File: config.mk
export PLATFORM = sky130hd
export DESIGN_NAME = mips16_commit_tracker_flat
export DESIGN_NICKNAME = d
export VERILOG_FILES = /design/src/rtl/mips16_commit_tracker_pkg.sv /design/src/rtl/mips16_commit_tracker_if.sv /design/src/rtl/mips16_commit_fifo.sv /design/src/rtl/mips16_commit_tracker.sv /design/src/flat_wrapper.sv
export SDC_FILE = /design/constraint.sdc
export NUM_CORES = 1
export LEC_CHECK = 0
export CAP_MARGIN = 20
export CORE_MARGIN = 2
export CORE_UTILIZATION = 55
export CTS_CLUSTER_DIAMETER = 30
export CTS_CLUSTER_SIZE = 10
export DETAILED_ROUTE_END_ITERATION = 10
export PLACE_DENSITY = 0.88
export SYNTH_ARGS = -nofsm -noshare
export SYNTH_HDL_FRONTEND = slang
export SYNTH_SLANG_ARGS = --single-unit
File: constraint.sdc
create_clock -name clk -period 6.1 [get_ports clk]
set_input_delay 1.22 -clock clk [delete_from_list [all_inputs] [get_ports clk]]
set_output_delay 1.22 -clock clk [all_outputs]
set_load 0.005 [all_outputs]
File: src/rtl/mips16_commit_tracker_pkg.sv
// Shared types for the MIPS16 commit tracker: pipeline shadow slots and commit records.
`ifndef PC_WIDTH
`define PC_WIDTH 8
`endif

package mips16_commit_tracker_pkg;

    localparam int PC_W    = `PC_WIDTH;
    localparam int INSTR_W = 16;
    localparam int DATA_W  = 16;
    localparam int REG_W   = 3;

    typedef struct packed {
        logic               valid;
        logic [PC_W-1:0]    pc;
        logic [INSTR_W-1:0] instr;
    } shadow_slot_t;

    typedef struct packed {
        logic [PC_W-1:0]    pc;
        logic [INSTR_W-1:0] instr;
        logic               wen;
        logic [REG_W-1:0]   dest;
        logic [DATA_W-1:0]  data;
    } commit_rec_t;

    localparam shadow_slot_t SLOT_EMPTY = '0;

endpackage

File: src/rtl/mips16_commit_tracker_if.sv
// Commit-record stream from the tracker (master) to the scoreboard (slave).
`ifndef PC_WIDTH
`define PC_WIDTH 8
`endif

interface mips16_commit_tracker_if #(
    parameter int PC_WIDTH   = `PC_WIDTH,
    parameter int FIFO_DEPTH = 4
);
    logic                              commit_valid;
    logic                              commit_ready;
    logic [PC_WIDTH-1:0]               commit_pc;
    logic [15:0]                       commit_instr;
    logic                              commit_wen;
    logic [2:0]                        commit_dest;
    logic [15:0]                       commit_data;
    logic [$clog2(FIFO_DEPTH+1)-1:0]   commit_count;
    logic                              overflow;

    modport master (
        output commit_valid, commit_pc, commit_instr, commit_wen,
               commit_dest, commit_data, commit_count, overflow,
        input  commit_ready
    );

    modport slave (
        input  commit_valid, commit_pc, commit_instr, commit_wen,
               commit_dest, commit_data, commit_count, overflow,
        output commit_ready
    );
endinterface

File: src/rtl/mips16_commit_fifo.sv
// First-word fall-through FIFO; a push when full only lands if a pop frees the slot that cycle.
module mips16_commit_fifo #(
    parameter type T     = logic,
    parameter int  DEPTH = 4,
    localparam int AW    = (DEPTH > 1) ? $clog2(DEPTH) : 1,
    localparam int CW    = $clog2(DEPTH + 1)
) (
    input  logic          clk,
    input  logic          rst,
    input  logic          push,
    input  T              wdata,
    input  logic          pop,
    output T              rdata,
    output logic          full,
    output logic          empty,
    output logic [CW-1:0] count
);
    T              mem_q [DEPTH];
    logic [AW-1:0] wr_ptr_q, wr_ptr_d, rd_ptr_q, rd_ptr_d;
    logic [CW-1:0] count_q, count_d;
    logic          do_push, do_pop;

    assign full    = (count_q == CW'(DEPTH));
    assign empty   = (count_q == '0);
    assign do_pop  = pop && !empty;
    assign do_push = push && (!full || do_pop);

    always_comb begin
        wr_ptr_d = wr_ptr_q;
        rd_ptr_d = rd_ptr_q;
        count_d  = count_q;
        if (do_push) wr_ptr_d = wr_ptr_q + AW'(1);
        if (do_pop)  rd_ptr_d = rd_ptr_q + AW'(1);
        count_d = count_q + CW'(do_push) - CW'(do_pop);
    end

    always_ff @(posedge clk) begin
        if (rst) begin
            for (int i = 0; i < DEPTH; i++) mem_q[i] <= '0;
            wr_ptr_q <= '0;
            rd_ptr_q <= '0;
            count_q  <= '0;
        end else begin
            if (do_push) mem_q[wr_ptr_q] <= wdata;
            wr_ptr_q <= wr_ptr_d;
            rd_ptr_q <= rd_ptr_d;
            count_q  <= count_d;
        end
    end

    assign rdata = mem_q[rd_ptr_q];
    assign count = count_q;
endmodule

File: src/rtl/mips16_commit_tracker.sv
// Shadows IF->ID->EX->MEM->WB and queues one commit record per retired (valid) WB slot.
`ifndef PC_WIDTH
`define PC_WIDTH 8
`endif

module mips16_commit_tracker
    import mips16_commit_tracker_pkg::*;
#(
    parameter int PC_WIDTH   = `PC_WIDTH,
    parameter int FIFO_DEPTH = 4
) (
    input  logic                  clk,
    input  logic                  rst,
    input  logic [PC_WIDTH-1:0]   pc,
    input  logic [15:0]           instruction,
    input  logic                  pipeline_stall_n,
    input  logic                  branch_taken,
    input  logic                  reg_write_en,
    input  logic [2:0]            reg_write_dest,
    input  logic [15:0]           reg_write_data,
    mips16_commit_tracker_if.master cif
);
    localparam int CW = $clog2(FIFO_DEPTH + 1);

    shadow_slot_t  id_q, id_d, ex_q, ex_d, mem_q, mem_d, wb_q, wb_d;
    commit_rec_t   rec, head;
    logic          push, pop, full, empty;
    logic          overflow_q, overflow_d;
    logic [CW-1:0] count;

    // A stall freezes ID and injects a bubble into EX; MEM/WB always advance.
    always_comb begin
        id_d  = id_q;
        ex_d  = SLOT_EMPTY;
        if (pipeline_stall_n) begin
            id_d = '{valid: ~branch_taken, pc: PC_W'(pc), instr: instruction};
            ex_d = id_q;
        end
        mem_d = ex_q;
        wb_d  = mem_q;
    end

    always_ff @(posedge clk) begin
        if (rst) begin
            id_q       <= SLOT_EMPTY;
            ex_q       <= SLOT_EMPTY;
            mem_q      <= SLOT_EMPTY;
            wb_q       <= SLOT_EMPTY;
            overflow_q <= 1'b0;
        end else begin
            id_q       <= id_d;
            ex_q       <= ex_d;
            mem_q      <= mem_d;
            wb_q       <= wb_d;
            overflow_q <= overflow_d;
        end
    end

    assign push = wb_q.valid;
    assign pop  = !empty && cif.commit_ready;
    assign rec  = '{pc: wb_q.pc, instr: wb_q.instr, wen: reg_write_en,
                    dest: reg_write_dest, data: reg_write_data};
    assign overflow_d = overflow_q | (push && full && !pop);

    mips16_commit_fifo #(
        .T     (commit_rec_t),
        .DEPTH (FIFO_DEPTH)
    ) u_fifo (
        .clk   (clk),
        .rst   (rst),
        .push  (push),
        .wdata (rec),
        .pop   (pop),
        .rdata (head),
        .full  (full),
        .empty (empty),
        .count (count)
    );

    assign cif.commit_valid = !empty;
    assign cif.commit_pc    = PC_WIDTH'(head.pc);
    assign cif.commit_instr = head.instr;
    assign cif.commit_wen   = head.wen;
    assign cif.commit_dest  = head.dest;
    assign cif.commit_data  = head.data;
    assign cif.commit_count = count;
    assign cif.overflow     = overflow_q;
endmodule

File: src/flat_wrapper.sv
// flat-port wrapper written by rule: the top's interface ports become plain ports
module mips16_commit_tracker_flat import mips16_commit_tracker_pkg::*;
#(
    parameter int PC_WIDTH   = `PC_WIDTH,
    parameter int FIFO_DEPTH = 4
)
  (clk, rst, pc, instruction, pipeline_stall_n, branch_taken, reg_write_en, reg_write_dest, reg_write_data, cif_commit_valid, cif_commit_pc, cif_commit_instr, cif_commit_wen, cif_commit_dest, cif_commit_data, cif_commit_count, cif_overflow, cif_commit_ready);
  mips16_commit_tracker_if #(.PC_WIDTH(PC_WIDTH), .FIFO_DEPTH(FIFO_DEPTH)) cif_i ();
  input  logic clk;
  input  logic rst;
  input  logic [PC_WIDTH-1:0] pc;
  input  logic [15:0] instruction;
  input  logic pipeline_stall_n;
  input  logic branch_taken;
  input  logic reg_write_en;
  input  logic [2:0] reg_write_dest;
  input  logic [15:0] reg_write_data;
  output wire logic [$bits(cif_i.commit_valid)-1:0] cif_commit_valid;
  output wire logic [$bits(cif_i.commit_pc)-1:0] cif_commit_pc;
  output wire logic [$bits(cif_i.commit_instr)-1:0] cif_commit_instr;
  output wire logic [$bits(cif_i.commit_wen)-1:0] cif_commit_wen;
  output wire logic [$bits(cif_i.commit_dest)-1:0] cif_commit_dest;
  output wire logic [$bits(cif_i.commit_data)-1:0] cif_commit_data;
  output wire logic [$bits(cif_i.commit_count)-1:0] cif_commit_count;
  output wire logic [$bits(cif_i.overflow)-1:0] cif_overflow;
  input wire logic [$bits(cif_i.commit_ready)-1:0] cif_commit_ready;
  assign cif_commit_valid = cif_i.commit_valid;
  assign cif_commit_pc = cif_i.commit_pc;
  assign cif_commit_instr = cif_i.commit_instr;
  assign cif_commit_wen = cif_i.commit_wen;
  assign cif_commit_dest = cif_i.commit_dest;
  assign cif_commit_data = cif_i.commit_data;
  assign cif_commit_count = cif_i.commit_count;
  assign cif_overflow = cif_i.overflow;
  assign cif_i.commit_ready = cif_commit_ready;
  mips16_commit_tracker #(.PC_WIDTH(PC_WIDTH), .FIFO_DEPTH(FIFO_DEPTH)) u_core (.clk(clk), .rst(rst), .pc(pc), .instruction(instruction), .pipeline_stall_n(pipeline_stall_n), .branch_taken(branch_taken), .reg_write_en(reg_write_en), .reg_write_dest(reg_write_dest), .reg_write_data(reg_write_data), .cif(cif_i));
endmodule
# Word-level counts from Yosys, hierarchy flattened
# Memory sizes are Yosys's and may differ from the RTL's. A register that Yosys moved wholly into a read port is not among the register bits.
# Index checks and enable logic that the tools add are counted.
op_classes:
  add_sub_neg: 4
  n_eq_ne: 1
  n_mux: 10
  bitwise: 3
  n_reduce_logical: 12
op_table:
  columns: ["cell", "n"]
  rows:
  - ["$mux 44", 1]
  - ["$reduce_or 44->1", 1]
  - ["$mux 1", 6]
  - ["$mux 2", 3]
  - ["$logic_and 1x1->1", 5]
  - ["$add 2x1->2 const B", 2]
  - ["$add 3x1->3", 1]
  - ["$eq 3x3->1 const B", 1]
  - ["$logic_not 1->1", 3]
  - ["$logic_not 3->1", 1]
  - ["$sub 3x1->3", 1]
  - ["$not 1->1", 2]
  - ["$reduce_or 2->1", 1]
  - ["$logic_or 1x1->1", 1]
  - ["$or 1x1->1", 1]
totals:
  ff_bits: 108
  mem_bits_rw: 176
  in_bits: 49
  output_inout_bits: 49
  elab_cells: 47
  n_memories: 1
memory_table:
  columns: ["name", "depth", "width", "rd", "rd_ports_with_merged_regs", "wr", "line_no", "source"]
  rows:
  - ["u_core.u_fifo.mem_q", 4, 44, 1, 1, 4, "mips16_commit_fifo.sv:18", "T mem_q [DEPTH];"]

# Logic depth before layout (Yosys ltp)
logic_depth:
  depth_word: 11
  depth_mapped: 9
  ltp_nobuf: 9

# Hierarchy
# From an unflattened synthesis, not the netlist that was laid out.
unflattened:
  cells_unflattened: 717
  area_unflattened_um2: 11105.7
modules_own_cells:
  columns: ["module", "instances", "cells_each", "area_each_um2", "seq_area_each_um2"]
  rows:
  - ["mips16_commit_fifo", 1, 472, 8141.6, 5465.2]
  - ["mips16_commit_tracker", 1, 245, 2964.1, 2021.9]

# Worst setup path before layout
# No wires, ideal clock.
synth_timing:
  path_kind: "input to register"
  from: "input port cif_commit_ready"
  to: "memory u_core.u_fifo.mem_q[2][0] (netlist bit), enable pin"
  setup_time_ns: 0.506
  arrival_ns: 4.706
  t_required_ns: 5.594
  setup_slack_ns: 0.887
  cell_stages: 3
  n_path_buf: 0
  path_cell_list: "nor4b_4 or2b_1 o21ai_0"
synth_lines:
  columns: ["element", "line_no", "source"]
  rows:
  - ["from (decl)", "flat_wrapper.sv:26", "input wire logic [$bits(cif_i.commit_ready)-1:0] cif_commit_ready;"]
  - ["to (decl)", "mips16_commit_fifo.sv:18", null]

==> metrics.yaml <==
arrival_ns: 2.59
diodes: 0
hold_viol: 0
antenna_left: 0
regArea_um2: 7490
hold_class: "reg -> reg"
period_needed_ns: 3.81
dr.pass1.iters: 4
clock-skew-final_ns: 0.0155
status: "complete, no violations"
final_net_count: 881
rows: 51
core_um2: 19500
clkSinkCount: 286
final_cell_mix: "and2_1 (201), edfxtp_1 (176), dfxtp_1 (108)"
wirelength_mm: 20.2
cts_buffer_depth: 3
place_congestion: 0.734
avgSynthCellArea_um2: 15.4
htreeDepth: 2
syn-cell-area_um2: 11000
grt_max_degree: 67
cp_cell_sequence: "mux4_2 > clkdlybuf4s50_1"
synth_cells: 714
p_leak_nw: 5.20
maxCapViolations: 0
final_cells: 1130
tightest_slew_ns: 0.898
setup_slack_ns: 2.29
avgViaCountPerCell: 5.24
grt_pass1_vias: 6179
utilization: 0.708
worst-path-buf-inv: 1
path_clk_slew_ns: 0.05
die_h_um: 145
synth-seq-area-share: 0.681
slew_violations: 0
grt_remaining_overflow: 0
cpPeakStageDelay_ns: 0.93
cts_tree: "done"
cts_buffers: 45
synth.area.top_cells: "edfxtp_1 (48%), dfxtp_1 (20%), and2_1 (11%), mux4_2 (9.0%), nor2b_1 (3.1%)"
grt_use_total: 0.193
drtIter0Drc: 302
drc: 0
ctsHoldBuffers: 0
holdWs_ns: 0.428
multiInputGateArea_um2: 3260
drive_gt1_frac: 0.162
initial_core_util: 0.563
synth.largest_area_cell: "edfxtp_1"
final.period_utilization: 0.625
synth_top_area_share: 0.481
insertion_delay_ns: 0.52
die_w_um: 145
cpMaxStageDelayCell: "dfxtp_4"
dieArea_um2: 21100
io_pins: 98
setup_viol: 0
critPathTopFamily: "flip-flops"
io_buffer_count: 97
dp_worst_setup_slack_ns: 2.08
wl_per_cell_um: 17.8
crit_type: "reg -> out"
cp-start-kind: "register"
max_freq_ghz: 0.262
vias: 5925
critPathRequiredTime_ns: 4.88
fin_tns_setup_ns: 0
powerDensity_nw_per_um2: 400
yosysWarnings: 0
fill_cells: 1246
grt_antenna_before_repair: 0
synth_cell_types: 33
cts-resized-gates: 0
rsz0062_at_grt: "no"
synth-seq-cells: 286
syn_to_final_growth_pct: 25.6
ir_drop_mv: 0.245
syn-num-nets: 766
layout_commonest_cell: "and2_1"
dpl.hpwl_mm: 10.5
cts_setup_buffers: 0
root_buffer: "clkbuf_16"
crit_path_max_fanout: 44
place_inst: 1045
grt_pass1_wl_mm: 32.2
cp-end-kind: "primary output"
slew_headroom: 0.401
flip-flops by register name, indices dropped and copies added (netlist names), 2 cells and up, named ones only:
| register | count |
|---|---|
| u_core.ex_q | 25 |
| u_core.id_q | 25 |
| u_core.mem_q | 25 |
| u_core.rec | 24 |
| u_core.u_fifo.count | 3 |
| u_core.u_fifo.mem_q | 176 |
| u_core.u_fifo.rd_ptr_q | 2 |
| u_core.u_fifo.wr_ptr_q | 2 |
metrics by stage:
step,cell area (µm²),power [W]
after floorplan,11000,0.00259
after global placement,12100,0.00290
after detailed placement,12200,0.00292
after CTS,13800,0.00558
after global routing,13800,0.00571
final,13800,0.00553
where the power goes:
group	switching [W]	internal, W	total [W]
Combinational	0.000200	0.000426	0.000626
Sequential	0.000122	0.00213	0.00225
Clock	0.000853	0.00180	0.00266
Total	0.00117	0.00436	0.00553
final timing paths:
kind	from	endpoint	slack [ns]	cells after the start
worst max-delay path	register	cif_commit_instr[13]	2.29	2
worst min-delay path	u_core.mem_q[21]$_SDFF_PP0_	u_core.rec[41]$_SDFF_PP0_	0.43	1
worst max register to register	u_core.u_fifo.count[1]$_SDFF_PP0_	u_core.u_fifo.count[2]$_SDFF_PP0_	3.40	9
worst min register to register	u_core.mem_q[21]$_SDFF_PP0_	u_core.rec[41]$_SDFF_PP0_	0.43	1
kinds of logic after synthesis:
| logic type | count (synthesis) | synth area share |
|---|---|---|
| AO/OA/AOI/OAI | 8 | 0.00523 |
| XOR/XNOR | 4 | 0.00319 |
| adder cells (fa/ha/maj) | 3 | 0.00410 |
| buffers and inverters | 46 | 0.0249 |
| flip-flops | 286 | 0.681 |
| multiplexers | 69 | 0.113 |
| AND/OR/NAND/NOR | 298 | 0.169 |
layer usage:
layer  wire (µm)  vias to the layer above  global-route usage
li1            -                     2745                   -
met1        8500                     2918               0.244
met2        9940                      218               0.328
met3        1230                       44              0.0408
met4         493                        0              0.0794
met5           0                        -                   0
Yosys cell counts:
cell type and count:
a211oi_1 1, a21o_1 1, a21oi_1 1, and2_1 201, buf_1 3, buf_2 9, buf_6 12, clkbuf_1 17
dfxtp_1 110, edfxtp_1 176, fa_1 1, ha_1 2, inv_1 5, mux2_1 1, mux2i_1 24, mux4_2 44
nand2_1 2, nand2b_1 1, nor2_1 32, nor2b_1 54, nor3_4 1, nor4_4 2, nor4b_4 2, o21ai_0 1
o21bai_1 1, o311ai_0 1, o31a_1 1, o31ai_1 1, or2_2 1, or2b_1 1, or3_1 1, xnor2_1 3
xor2_1 1
cell type report:
class	count	area share
clock inverters	21	0.0219
flip-flops and latches	286	0.542
clock buffers	62	0.0952
well taps	265	0.0240
multi-input cells	382	0.236
repair buffers	109	0.0792
inverters	5	0.00136
No activity file was read; power rests on OpenSTA's default activity.
